--- src/rtl/bitplane_serial_tx.sv ---
`default_nettype none
// ==== bitplane_serial_tx : bank prefetch + bit-plane serial framer | rev 1.0 ====
// Loads NUM_WORDS words, then sends WORD_W frames of {plane index, one bit per word}.
module bitplane_serial_tx #(
  parameter int NUM_WORDS = 18,
  parameter int WORD_W    = 8,
  parameter int RB_AW     = 5,
  parameter int PLANE_AW  = 3,
  parameter int CLK_DIV   = 1,
  parameter int GAP       = 1
) (
  input  logic             clk,
  input  logic             rst,
  input  logic             start,
  input  logic             lsb_first,
  output logic             busy,
  output logic             done,
  output logic             rb_rw,
  output logic [RB_AW-1:0] rb_a,
  output logic [7:0]       rb_d,
  input  logic [7:0]       rb_q,
  output logic             sen,
  output logic             sd
);

  localparam int IW = $clog2(NUM_WORDS + PLANE_AW + 1);
  localparam int BW = $clog2(NUM_WORDS);
  localparam int DW = $clog2(CLK_DIV + GAP + 1);

  localparam logic [2:0] S_IDLE = 3'd0;
  localparam logic [2:0] S_LOAD = 3'd1;
  localparam logic [2:0] S_ADDR = 3'd2;
  localparam logic [2:0] S_DATA = 3'd3;
  localparam logic [2:0] S_GAP  = 3'd4;
  localparam logic [2:0] S_DONE = 3'd5;

  logic [2:0]          state, state_nxt;
  logic [IW-1:0]       idx, idx_nxt;
  logic [DW-1:0]       div, div_nxt;
  logic [PLANE_AW-1:0] plane, plane_nxt;
  logic                lsb, lsb_nxt;
  logic                busy_nxt, done_nxt, sen_nxt, sd_nxt;
  logic [RB_AW-1:0]    rb_a_nxt;
  logic [WORD_W-1:0]   word_buf [NUM_WORDS];
  logic [IW-1:0]       cap_idx;
  logic [IW-1:0]       addr_shift;
  logic [PLANE_AW-1:0] addr_word, bit_sel;
  logic [WORD_W-1:0]   data_word;
  logic                div_last, gap_last;

  assign rb_rw    = 1'b1;
  assign rb_d     = 8'h00;
  assign div_last = (div == DW'(CLK_DIV - 1));
  assign gap_last = (div == DW'(GAP - 1));
  assign cap_idx  = idx - IW'(1);

  // Outputs are registered from next-state values so they line up with the state.
  always_ff @(posedge clk or posedge rst) begin
    if (rst) begin
      state <= S_IDLE;
      idx   <= '0;
      div   <= '0;
      plane <= '0;
      lsb   <= 1'b0;
      busy  <= 1'b0;
      done  <= 1'b0;
      rb_a  <= '0;
      sen   <= 1'b1;
      sd    <= 1'b0;
    end else begin
      state <= state_nxt;
      idx   <= idx_nxt;
      div   <= div_nxt;
      plane <= plane_nxt;
      lsb   <= lsb_nxt;
      busy  <= busy_nxt;
      done  <= done_nxt;
      rb_a  <= rb_a_nxt;
      sen   <= sen_nxt;
      sd    <= sd_nxt;
    end
  end

  // Bank data for address k arrives one cycle after it is driven; idx leads by one.
  always_ff @(posedge clk) begin
    if (state == S_LOAD && idx != '0)
      word_buf[cap_idx[BW-1:0]] <= rb_q[WORD_W-1:0];
  end

  always_comb begin
    state_nxt = state;
    idx_nxt   = idx;
    div_nxt   = div;
    plane_nxt = plane;
    lsb_nxt   = lsb;
    case (state)
      S_IDLE: begin
        if (start) begin
          state_nxt = S_LOAD;
          idx_nxt   = '0;
          lsb_nxt   = lsb_first;
        end
      end
      S_LOAD: begin
        idx_nxt = idx + IW'(1);
        if (idx == IW'(NUM_WORDS)) begin
          state_nxt = S_ADDR;
          idx_nxt   = '0;
          div_nxt   = '0;
          plane_nxt = '0;
        end
      end
      S_ADDR: begin
        div_nxt = div + DW'(1);
        if (div_last) begin
          div_nxt = '0;
          if (idx == IW'(PLANE_AW - 1)) begin
            state_nxt = S_DATA;
            idx_nxt   = IW'(NUM_WORDS - 1);
          end else begin
            idx_nxt = idx + IW'(1);
          end
        end
      end
      S_DATA: begin
        div_nxt = div + DW'(1);
        if (div_last) begin
          div_nxt = '0;
          if (idx == '0) state_nxt = S_GAP;
          else           idx_nxt   = idx - IW'(1);
        end
      end
      S_GAP: begin
        div_nxt = div + DW'(1);
        if (gap_last) begin
          div_nxt = '0;
          if (plane == PLANE_AW'(WORD_W - 1)) begin
            state_nxt = S_DONE;
          end else begin
            state_nxt = S_ADDR;
            plane_nxt = plane + PLANE_AW'(1);
            idx_nxt   = '0;
          end
        end
      end
      S_DONE:  state_nxt = S_IDLE;
      default: state_nxt = S_IDLE;
    endcase
  end

  always_comb begin
    busy_nxt   = (state_nxt == S_LOAD) || (state_nxt == S_ADDR) ||
                 (state_nxt == S_DATA) || (state_nxt == S_GAP);
    done_nxt   = (state_nxt == S_DONE);
    sen_nxt    = !((state_nxt == S_ADDR) || (state_nxt == S_DATA));
    rb_a_nxt   = rb_a;
    if (state_nxt == S_LOAD && idx_nxt < IW'(NUM_WORDS))
      rb_a_nxt = RB_AW'(idx_nxt);
    addr_shift = IW'(PLANE_AW - 1) - idx_nxt;
    addr_word  = plane_nxt >> addr_shift;
    bit_sel    = lsb_nxt ? plane_nxt : PLANE_AW'(WORD_W - 1) - plane_nxt;
    data_word  = word_buf[idx_nxt[BW-1:0]] >> bit_sel;
    sd_nxt     = 1'b0;
    if (state_nxt == S_ADDR)      sd_nxt = addr_word[0];
    else if (state_nxt == S_DATA) sd_nxt = data_word[0];
  end

endmodule
`default_nettype wire

--- config.mk ---
export PLATFORM = sky130hd
export DESIGN_NAME = bitplane_serial_tx
export DESIGN_NICKNAME = d
export VERILOG_FILES = /design/src/rtl/bitplane_serial_tx.sv
export SDC_FILE = /design/constraint.sdc
export NUM_CORES = 1
export LEC_CHECK = 0
export CORE_MARGIN = 8
export CORE_UTILIZATION = 68
export CTS_BUF_LIST = sky130_fd_sc_hd__clkbuf_8
export DETAILED_ROUTE_END_ITERATION = 12
export GPL_TIMING_DRIVEN = 0
export PLACE_DENSITY = 0.88
export SYNTH_ARGS = -nofsm -noshare
export SYNTH_HDL_FRONTEND = slang
export SYNTH_SLANG_ARGS = --single-unit
--- constraint.sdc ---
create_clock -name clk -period 5.2 [get_ports clk]
set_input_delay 0.78 -clock clk [delete_from_list [all_inputs] [get_ports clk]]
set_output_delay 0.78 -clock clk [all_outputs]
set_load 0.005 [all_outputs]
==> results.py, run 1 <==
metrics = {
    "global_routing": {
        "gr-total-overflow": 0,
        "grt_pass1_wl_um": 26500,
        "track_usage": 0.244,
        "antenna_found_initial": 0,
        "grt_pass1_vias": 4746,
        "grt_max_degree": 24,
    },
    "logic_synthesis": {
        "syn_area_per_cell_um2": 14.2,
        "synth-seq-area-share": 0.648,
        "synthesis.area_mm2": 0.00757,
        "async_flop_share": 0.138,
        "synthCells": 532,
        "synth_edf_count": 144,
        "synth_cell_types": 71,
        "ys_warn_count": 0,
        "synth-seq-cells": 167,
        "ys.flop_type": "edfxtp_1",
    },
    "routing": {
        "wl_um": 17500,
        "viasPerCell": 6.65,
        "wl_met3_um": 1810,
        "dr_wl_met2_um": 8290,
        "drc": 0,
        "wl_per_cell_um": 24.0,
        "drt-pass1-iter-count": 6,
        "drt-initial-drc-count": 793,
        "ant_nets": 0,
        "wl_met1_um": 6570,
        "topRoutingLayerUsed": "met4",
        "vias": 4851,
    },
    "setup_path": {
        "ff2ff_setup_slack_ns": 1.01,
        "required_ns": 5.52,
        "critPathLaunch": "idx[0]",
        "cp-end-kind": "register",
        "reg2reg_depth": 13,
        "reg2reg_to": "sd",
        "cp-start-kind": "register",
        "cp-endpoint": "sd",
        "cp.arrival_ns": 4.51,
        "critPathKind": "register to register",
        "critPathMaxFanout": 11,
        "r2r-start": "idx[0]",
    },
    "sta": {
        "report.final.slew_viol_count": 0,
        "setup_viol": 0,
        "slew_headroom": 0.0877,
        "period_needed_ns": 4.19,
        "fin_tns_setup_ns": 0,
        "max_freq_mhz": 239,
        "skew_ns": 0.00961,
        "rsz0062_at_grt": "no",
        "tightest_slew_ns": 1.36,
        "post-route-period-util": 0.806,
        "hold_violations": 0,
    },
    "cts": {
        "ctsResizeCount": 0,
        "numCtsBuffers": 17,
        "cts_tree": "yes",
        "ctsHoldBuffers": 0,
        "htree_num_levels": 4,
        "cts.sinks": 167,
        "cts_buffer_depth": 2,
        "clkTransAtPathRegs_ns": 0.09,
        "insertion_delay_ns": 0.44,
        "cts_root_buf": "clkbuf_8",
        "postCtsSetupBuffers": 0,
    },
    "final_layout": {
        "fill_cells": 666,
        "diodes": 0,
        "drive_gt1_frac": 0.146,
        "final_cell_mix": "edfxtp_1 (144), mux2i_1 (48), nor2_1 (43), nand2_1 (43), dfrtp_1 (22)",
        "area_delta_synth_final_pct": 9.71,
        "final_cells": 729,
        "layout_commonest_cell": "edfxtp_1",
        "final_nets": 600,
        "stdcell_area_mm2": 0.00830,
    },
    "placed_design": {
        "dpl_cell_area_mm2": 0.00797,
        "dp_hpwl_um": 11900,
        "place_inst": 699,
        "place.gp.congestion": 0.958,
        "io_buffers": 20,
    },
    "floorplan": {
        "start_util": 0.698,
        "io_pins": 30,
        "coreArea_mm2": 0.0108,
        "die-area_mm2": 0.0148,
        "die_h_um": 121,
        "placementRows": 38,
        "die_x_um": 121,
    },
    "run": {
        "drv_cap": 0,
    },
    "worst_hold_path": {
        "hold_class": "register to register",
    },
    "run_status": {
        "status": "complete, no violations",
    },
}
==> per-stage QoR <==
| step | hold WS (ns) | setup slack, ns | util |
|---|---|---|---|
| finish | 0.497 | 1.01 | 0.766 |
| global route | 0.546 | 0.844 | 0.766 |
| CTS | 0.498 | 1.13 | 0.766 |
| detailed placement | 0.477 | 1.05 | 0.735 |
| global placement | 0.466 | 0.976 | 0.735 |
| floorplan | 0.473 | 2.12 | - |
==> cell families after synthesis <==
kind of cell	count (synthesis)	synth area share
flip-flops	167	0.648
buffers and inverters	51	0.0400
XOR/XNOR	5	0.00579
AND/OR/NAND/NOR	137	0.0895
AO/OA/AOI/OAI	94	0.0878
other	2	0.000993
multiplexers	66	0.112
adder cells (fa/ha/maj)	10	0.0165
==> critical path, stage by stage (launching register included) <==
cell      delay (ns)
dfrtp_1         0.49
inv_1           0.17
ha_1            0.29
nor4b_2         0.35
nor2_1          0.08
o311ai_1        0.33
nand2_2         0.27
inv_4           0.26
buf_2           0.42
buf_2           0.39
mux2i_1         0.33
a221oi_1        0.14
nor4b_1         0.46
o31ai_2         0.09
==> synth_stat cells (3+ instances only) <==
master,number,area (um^2)
xnor2_1,4,35.0
mux2_2,4,45.0
buf_2,7,35.0
dfrtp_1,22,551
a31oi_1,5,31.3
nand3_1,8,40.0
nor2_1,43,161
mux4_2,13,293
o22ai_1,4,25.0
nand2b_1,7,43.8
buf_4,14,105
a211oi_1,5,37.5
o31ai_1,5,37.5
and3_1,4,25.0
nor2b_1,4,25.0
a21oi_1,21,105
o211ai_1,3,22.5
o21ai_0,15,75.1
a221oi_1,7,61.3
o2111ai_1,3,26.3
edfxtp_1,144,4320
ha_1,10,125
mux2i_1,48,480
nand2_1,43,161
a22oi_1,4,30.0
inv_1,16,60.1
nor3_1,6,30.0
clkbuf_1,8,30.0
==> state kept, by name, indices dropped and copies added, names as in the netlist <==
signal and flops:
rb_a 5, div 2, sd 1, word_buf 144, idx 5, plane 3
lsb 1, busy 1, state 3, sen 1, done 1
==> routing by layer <==
metal | vias up | global-route usage
li1 | 2121 | -
met1 | 2309 | 0.309
met2 | 351 | 0.384
met3 | 70 | 0.0540
met4 | 0 | 0.137
met5 | - | 0
==> worst min path at each step <==
stage	cells after the start	to	slack (ns)	from
global route	1	rb_a[1]	0.55	rb_a[1]
detailed placement	2	rb_a[0]	0.48	rb_a[0]
finish	2	rb_a[0]	0.50	rb_a[0]
floorplan	2	rb_a[0]	0.47	rb_a[0]
CTS	2	rb_a[0]	0.50	rb_a[0]
global placement	2	rb_a[2]	0.47	rb_a[2]
==> cell type report <==
type                    instances  area, um^2  area share
plain buffers                  33         233      0.0280
clock buffers                  17         234      0.0282
clock inverters                13        98.8      0.0119
inverters                      18        70.1     0.00844
multi-input cells             321        2390       0.288
flip-flops and latches        167        4900       0.590
well taps                     140         175      0.0211
repair buffers                 20         200      0.0241
Power of run 1 is left out: the tool's default activity adds up to more than one toggle a clock period on the data nets, which glitch-free logic cannot reach.
==> run 2, diff against run 1 <==
- CORE_UTILIZATION: 68 -> 57
- PLACE_DENSITY: 0.88 -> 0.78
- clock period: 5.2 -> 3.85 ns (I/O delays scaled with it)
==> run 2 against run 1 <==
Compared with the run above:
- hold slack got worse by 0.0048 ns
- fmax rose by 11%
- design area rose by 1.8%
- clock skew barely moved
- clock-buffer cell count did not move
- setup slack got worse by 0.94 ns
- utilization fell by 12 points
- largest cell class unchanged
==> results.py, run 2 (synthesized netlist as in run 1, its figures left out) <==
metrics = {
    "final_layout": {
        "final_cell_mix": "edfxtp_1 (144), mux2i_1 (47), nand2_1 (43)",
        "fill_cells": 929,
        "final_nets": 603,
        "largest_register_ffs": 144,
        "layout_commonest_cell": "edfxtp_1",
        "area_delta_synth_final_pct": 11.6,
        "drive_gt1_frac": 0.172,
        "final_cells": 770,
        "diodes": 0,
    },
    "sta": {
        "hold_ws_ns": 0.493,
        "slew_headroom": 0.138,
        "setup_viol": 0,
        "max_freq_mhz": 264,
        "period_needed_ns": 3.78,
        "report.final.slew_viol_count": 0,
        "skew_ns": 0.00990,
        "post-route-period-util": 0.983,
        "tightest_slew_ns": 1.28,
        "hold_violations": 0,
    },
    "cts": {
        "cts.sinks": 167,
        "insertion_delay_ns": 0.47,
        "cts_root_buf": "clkbuf_8",
        "clkTransAtPathRegs_ns": 0.08,
        "numCtsBuffers": 17,
        "cts_buffer_depth": 2,
        "ctsHoldBuffers": 0,
        "cts_tree": "yes",
        "htree_num_levels": 4,
    },
    "global_routing": {
        "antenna_found_initial": 0,
        "grt_pass1_wl_um": 27200,
        "grt_max_degree": 24,
        "grt_pass1_vias": 4803,
        "gr-total-overflow": 0,
        "track_usage": 0.209,
    },
    "setup_path": {
        "cp.arrival_ns": 4.14,
        "cpLargestDelayFamily": "compound AO/OA/AOI/OAI gates",
        "cp-end-kind": "register",
        "critPathKind": "register to register",
        "max_stage_delay_ns": 0.52,
        "cp_slowest_cell": "mux4_2",
        "path_common_cell": "buf_12",
        "worstPathCellList": "inv_1 -> ha_1 -> and4bb_2 -> o32ai_2 -> a22oi_1 -> nand2_2 -> buf_12 -> buf_12 -> mux2i_1 -> mux4_2 -> a221oi_1 -> a221oi_2 -> o31ai_2",
        "required_ns": 4.21,
        "cp-start-kind": "register",
        "critPathMaxFanout": 10,
        "cp.buffers_inverters": 3,
    },
    "floorplan": {
        "die_x_um": 131,
        "start_util": 0.578,
        "placementRows": 42,
        "io_pins": 30,
        "die_h_um": 131,
        "coreArea_mm2": 0.0131,
        "die-area_mm2": 0.0172,
    },
    "placed_design": {
        "place.gp.congestion": 0.940,
        "io_buffers": 20,
        "place_inst": 735,
        "dp_hpwl_um": 12000,
    },
    "routing": {
        "drc": 0,
        "drt-pass1-iter-count": 5,
        "viasPerCell": 6.26,
        "drt-initial-drc-count": 505,
        "vias": 4819,
        "ant_nets": 0,
        "wl_um": 17700,
        "wl_per_cell_um": 23.0,
    },
    "run_status": {
        "status": "complete, no violations",
    },
    "run": {
        "drv_cap": 0,
    },
    "worst_hold_path": {
        "hold_class": "register to register",
    },
}
==> run 2: worst register-to-register path, cell delays in order (launching register included) <==
cell	delay, ns
dfrtp_2	0.48
inv_1	0.15
ha_1	0.28
and4bb_2	0.36
o32ai_2	0.13
a22oi_1	0.29
nand2_2	0.17
buf_12	0.21
buf_12	0.15
mux2i_1	0.12
mux4_2	0.52
a221oi_1	0.43
a221oi_2	0.09
o31ai_2	0.30
==> run 2: path summary, 6_finish.rpt <==
kind / from / cells after the start / endpoint / slack [ns]
setup / recovery: idx[0] / 13 / sd / 0.07
hold / removal: rb_a[0] / 2 / rb_a[0] / 0.49
setup reg to reg: idx[0] / 13 / sd / 0.07
hold reg to reg: rb_a[0] / 2 / rb_a[0] / 0.49
max in group asynchronous: rst / 2 / idx[1] / 2.65
min in group asynchronous: rst / 2 / idx[3] / 0.60
==> run 2: cell type report <==
| cell class | instances | area, um^2 | share of cell area |
|---|---|---|---|
| plain buffers | 33 | 248 | 0.0293 |
| well taps | 176 | 220 | 0.0261 |
| repair buffers | 23 | 220 | 0.0261 |
| inverters | 18 | 72.6 | 0.00859 |
| clock inverters | 15 | 104 | 0.0123 |
| clock buffers | 17 | 234 | 0.0277 |
| flip-flops and latches | 167 | 4900 | 0.581 |
| multi-input cells | 321 | 2440 | 0.289 |
==> run 2: stage by stage <==
stage          setup slack (ns)  utilization  setup TNS, ns  instance area [um^2]
2_1_floorplan             0.770            -              0                  7590
3_3_place_gp             -0.175        0.612         -0.175                  8010
3_5_place_dp             -0.161        0.612         -0.161                  8010
4_1_cts                 0.00439        0.640              0                  8380
5_1_grt                 -0.0502        0.646        -0.0502                  8450
6_report                 0.0660        0.646              0                  8450
==> run 2: routing by layer <==
layer,vias up,GRT usage,wire [um]
li1,2123,-,-
met1,2377,0.249,6940
met2,267,0.348,8770
met3,52,0.0518,1320
met4,0,0.105,670
met5,-,0,0
==> run 2: repair_timing <==
| item | CTS | global route |
|---|---|---|
| resized for setup | 5 | 17 |
| buffers inserted | 0 | 2 |
| endpoints found under the setup margin | 1 | 2 |
| pin swaps | 0 | 1 |
Power of run 2 is left out for the same reason.
==> run 3, diff against run 2 <==
- CAP_MARGIN: default -> 5
- SETUP_SLACK_MARGIN: default -> 0.15
==> run 3 against run 2 <==
Compared with the run above:
- utilization grew 0.49 points
- global-route usage grew 0.18 points
- cell count grew 0.26%
- critical endpoint unchanged
- largest cell class unchanged
==> results.py, run 3 (synthesized netlist as in run 1, its figures left out) <==
metrics = {
    "floorplan": {
        "io_pins": 30,
        "placementRows": 42,
        "die-area_mm2": 0.0172,
        "coreArea_mm2": 0.0131,
        "die_h_um": 131,
        "die_x_um": 131,
        "start_util": 0.578,
    },
    "final_layout": {
        "final_cell_mix": "edfxtp_1 (144), mux2i_1 (47), nand2_1 (43)",
        "largest_register_ffs": 144,
        "diodes": 0,
        "final_nets": 605,
        "area_delta_synth_final_pct": 12.5,
        "layout_commonest_cell": "edfxtp_1",
        "drive_gt1_frac": 0.190,
        "fin_util": 0.650,
        "final_cells": 772,
    },
    "sta": {
        "period_needed_ns": 3.57,
        "setup_viol": 0,
        "slew_headroom": 0.0837,
        "skew_ns": 0.00880,
        "tightest_slew_ns": 1.36,
        "report.final.slew_viol_count": 0,
        "setup_slack_ns": 0.276,
        "hold_violations": 0,
        "max_freq_mhz": 280,
        "rsz0062_at_grt": "no",
        "post-route-period-util": 0.928,
    },
    "routing": {
        "drt-initial-drc-count": 517,
        "drc": 0,
        "wl_um": 17800,
        "ant_nets": 0,
        "viasPerCell": 6.23,
        "wl_per_cell_um": 23.1,
        "vias": 4809,
        "drt-pass1-iter-count": 5,
    },
    "global_routing": {
        "gr-total-overflow": 0,
        "track_usage": 0.211,
        "grt_pass1_wl_um": 27500,
        "grt_pass1_vias": 4805,
        "antenna_found_initial": 0,
        "grt_max_degree": 24,
    },
    "placed_design": {
        "place_inst": 735,
        "dp_hpwl_um": 12000,
        "place.gp.congestion": 0.940,
        "io_buffers": 20,
        "pre_cts_ws_ns": -0.161,
    },
    "cts": {
        "cts_tree": "yes",
        "cts_buffer_depth": 2,
        "clkTransAtPathRegs_ns": 0.08,
        "cts.sinks": 167,
        "cts_root_buf": "clkbuf_8",
        "htree_num_levels": 4,
        "insertion_delay_ns": 0.47,
        "numCtsBuffers": 17,
    },
    "run": {
        "drv_cap": 0,
    },
    "run_status": {
        "status": "complete, no violations",
    },
    "setup_path": {
        "cp_slowest_cell": "or4b_4",
        "critPathKind": "register to register",
        "max_stage_delay_ns": 0.52,
        "critPathMaxFanout": 10,
        "cp-end-kind": "register",
        "required_ns": 4.19,
        "cp.arrival_ns": 3.92,
        "cp-start-kind": "register",
        "worstPathCellList": "inv_2 -> ha_1 -> or4b_4 -> a211oi_2 -> o31ai_1 -> nand2_2 -> buf_12 -> buf_12 -> buf_8 -> mux2i_1 -> mux2i_1 -> o22ai_1 -> nand2_1 -> a221oi_2 -> o31ai_2",
    },
    "worst_hold_path": {
        "hold_class": "register to register",
    },
}
[run 3: cell count changes in the layout (fill, tap and decap cells not counted), moves of 2 or more]
| cell | change |
|---|---|
| buf_6 | +2 |
| a221oi_2 | +2 |
| clkbuf_1 | -2 |
| a221oi_1 | -2 |
| inv_2 | +2 |
| inv_1 | -2 |
[run 3: critical path: cells and delay by family, from the launching register on]
| family | cells | cell delay (ns) |
|---|---|---|
| AOI/OAI and AO/OA | 5 | 1.03 |
| adders and majority gates | 1 | 0.18 |
| buffers and inverters | 4 | 0.61 |
| DFF | 1 | 0.47 |
| muxes | 2 | 0.34 |
| and+or+nand+nor | 3 | 0.82 |
[run 3: stage by stage]
stage / TNS [ns] / hold slack (ns) / area [um^2]
6_report: 0 / 0.493 / 8510
2_1_floorplan: 0 / 0.473 / 7590
5_1_grt: 0 / 0.530 / 8510
3_3_place_gp: -0.175 / 0.468 / 8010
3_5_place_dp: -0.161 / 0.476 / 8010
4_1_cts: 0 / 0.495 / 8400
[run 3: final timing paths]
kind	from	to	slack, ns	cells after the start
worst min register to register	rb_a[0]	rb_a[0]	0.49	2
min in group asynchronous	rst	idx[3]	0.60	2
worst max-delay path	idx[1]	sd	0.28	15
max in group asynchronous	rst	idx[1]	2.65	2
worst max register to register	idx[1]	sd	0.28	15
worst min-delay path	rb_a[0]	rb_a[0]	0.49	2
[run 3: layer usage]
metal	up-vias	global-route usage	part of all wire
met5	-	0	0
met4	0	0.117	0.045
met3	55	0.0518	0.082
met2	251	0.346	0.49
met1	2371	0.252	0.38
li1	2132	-	-
[run 3: area by class of cell]
| type | instances | area (um^2) |
|---|---|---|
| repair buffers | 25 | 235 |
| inverters | 18 | 72.6 |
| clock inverters | 15 | 104 |
| flip-flops and latches | 167 | 4900 |
| well taps | 176 | 220 |
| fillers | 928 | 4570 |
| multi-input cells | 321 | 2470 |
| clock buffers | 17 | 234 |
| plain buffers | 33 | 268 |
[run 3: repair_timing]
| item | in CTS | in global routing |
|---|---|---|
| pin swaps | 1 | 5 |
| hold buffers | 0 | 0 |
| setup buffers | 1 | 3 |
| endpoints found under the setup margin | 3 | 1 |
| gates resized for setup | 11 | 28 |
| cloned | 0 | 0 |
| hold endpoints to repair | 0 | 0 |
Power of run 3 is left out for the same reason.
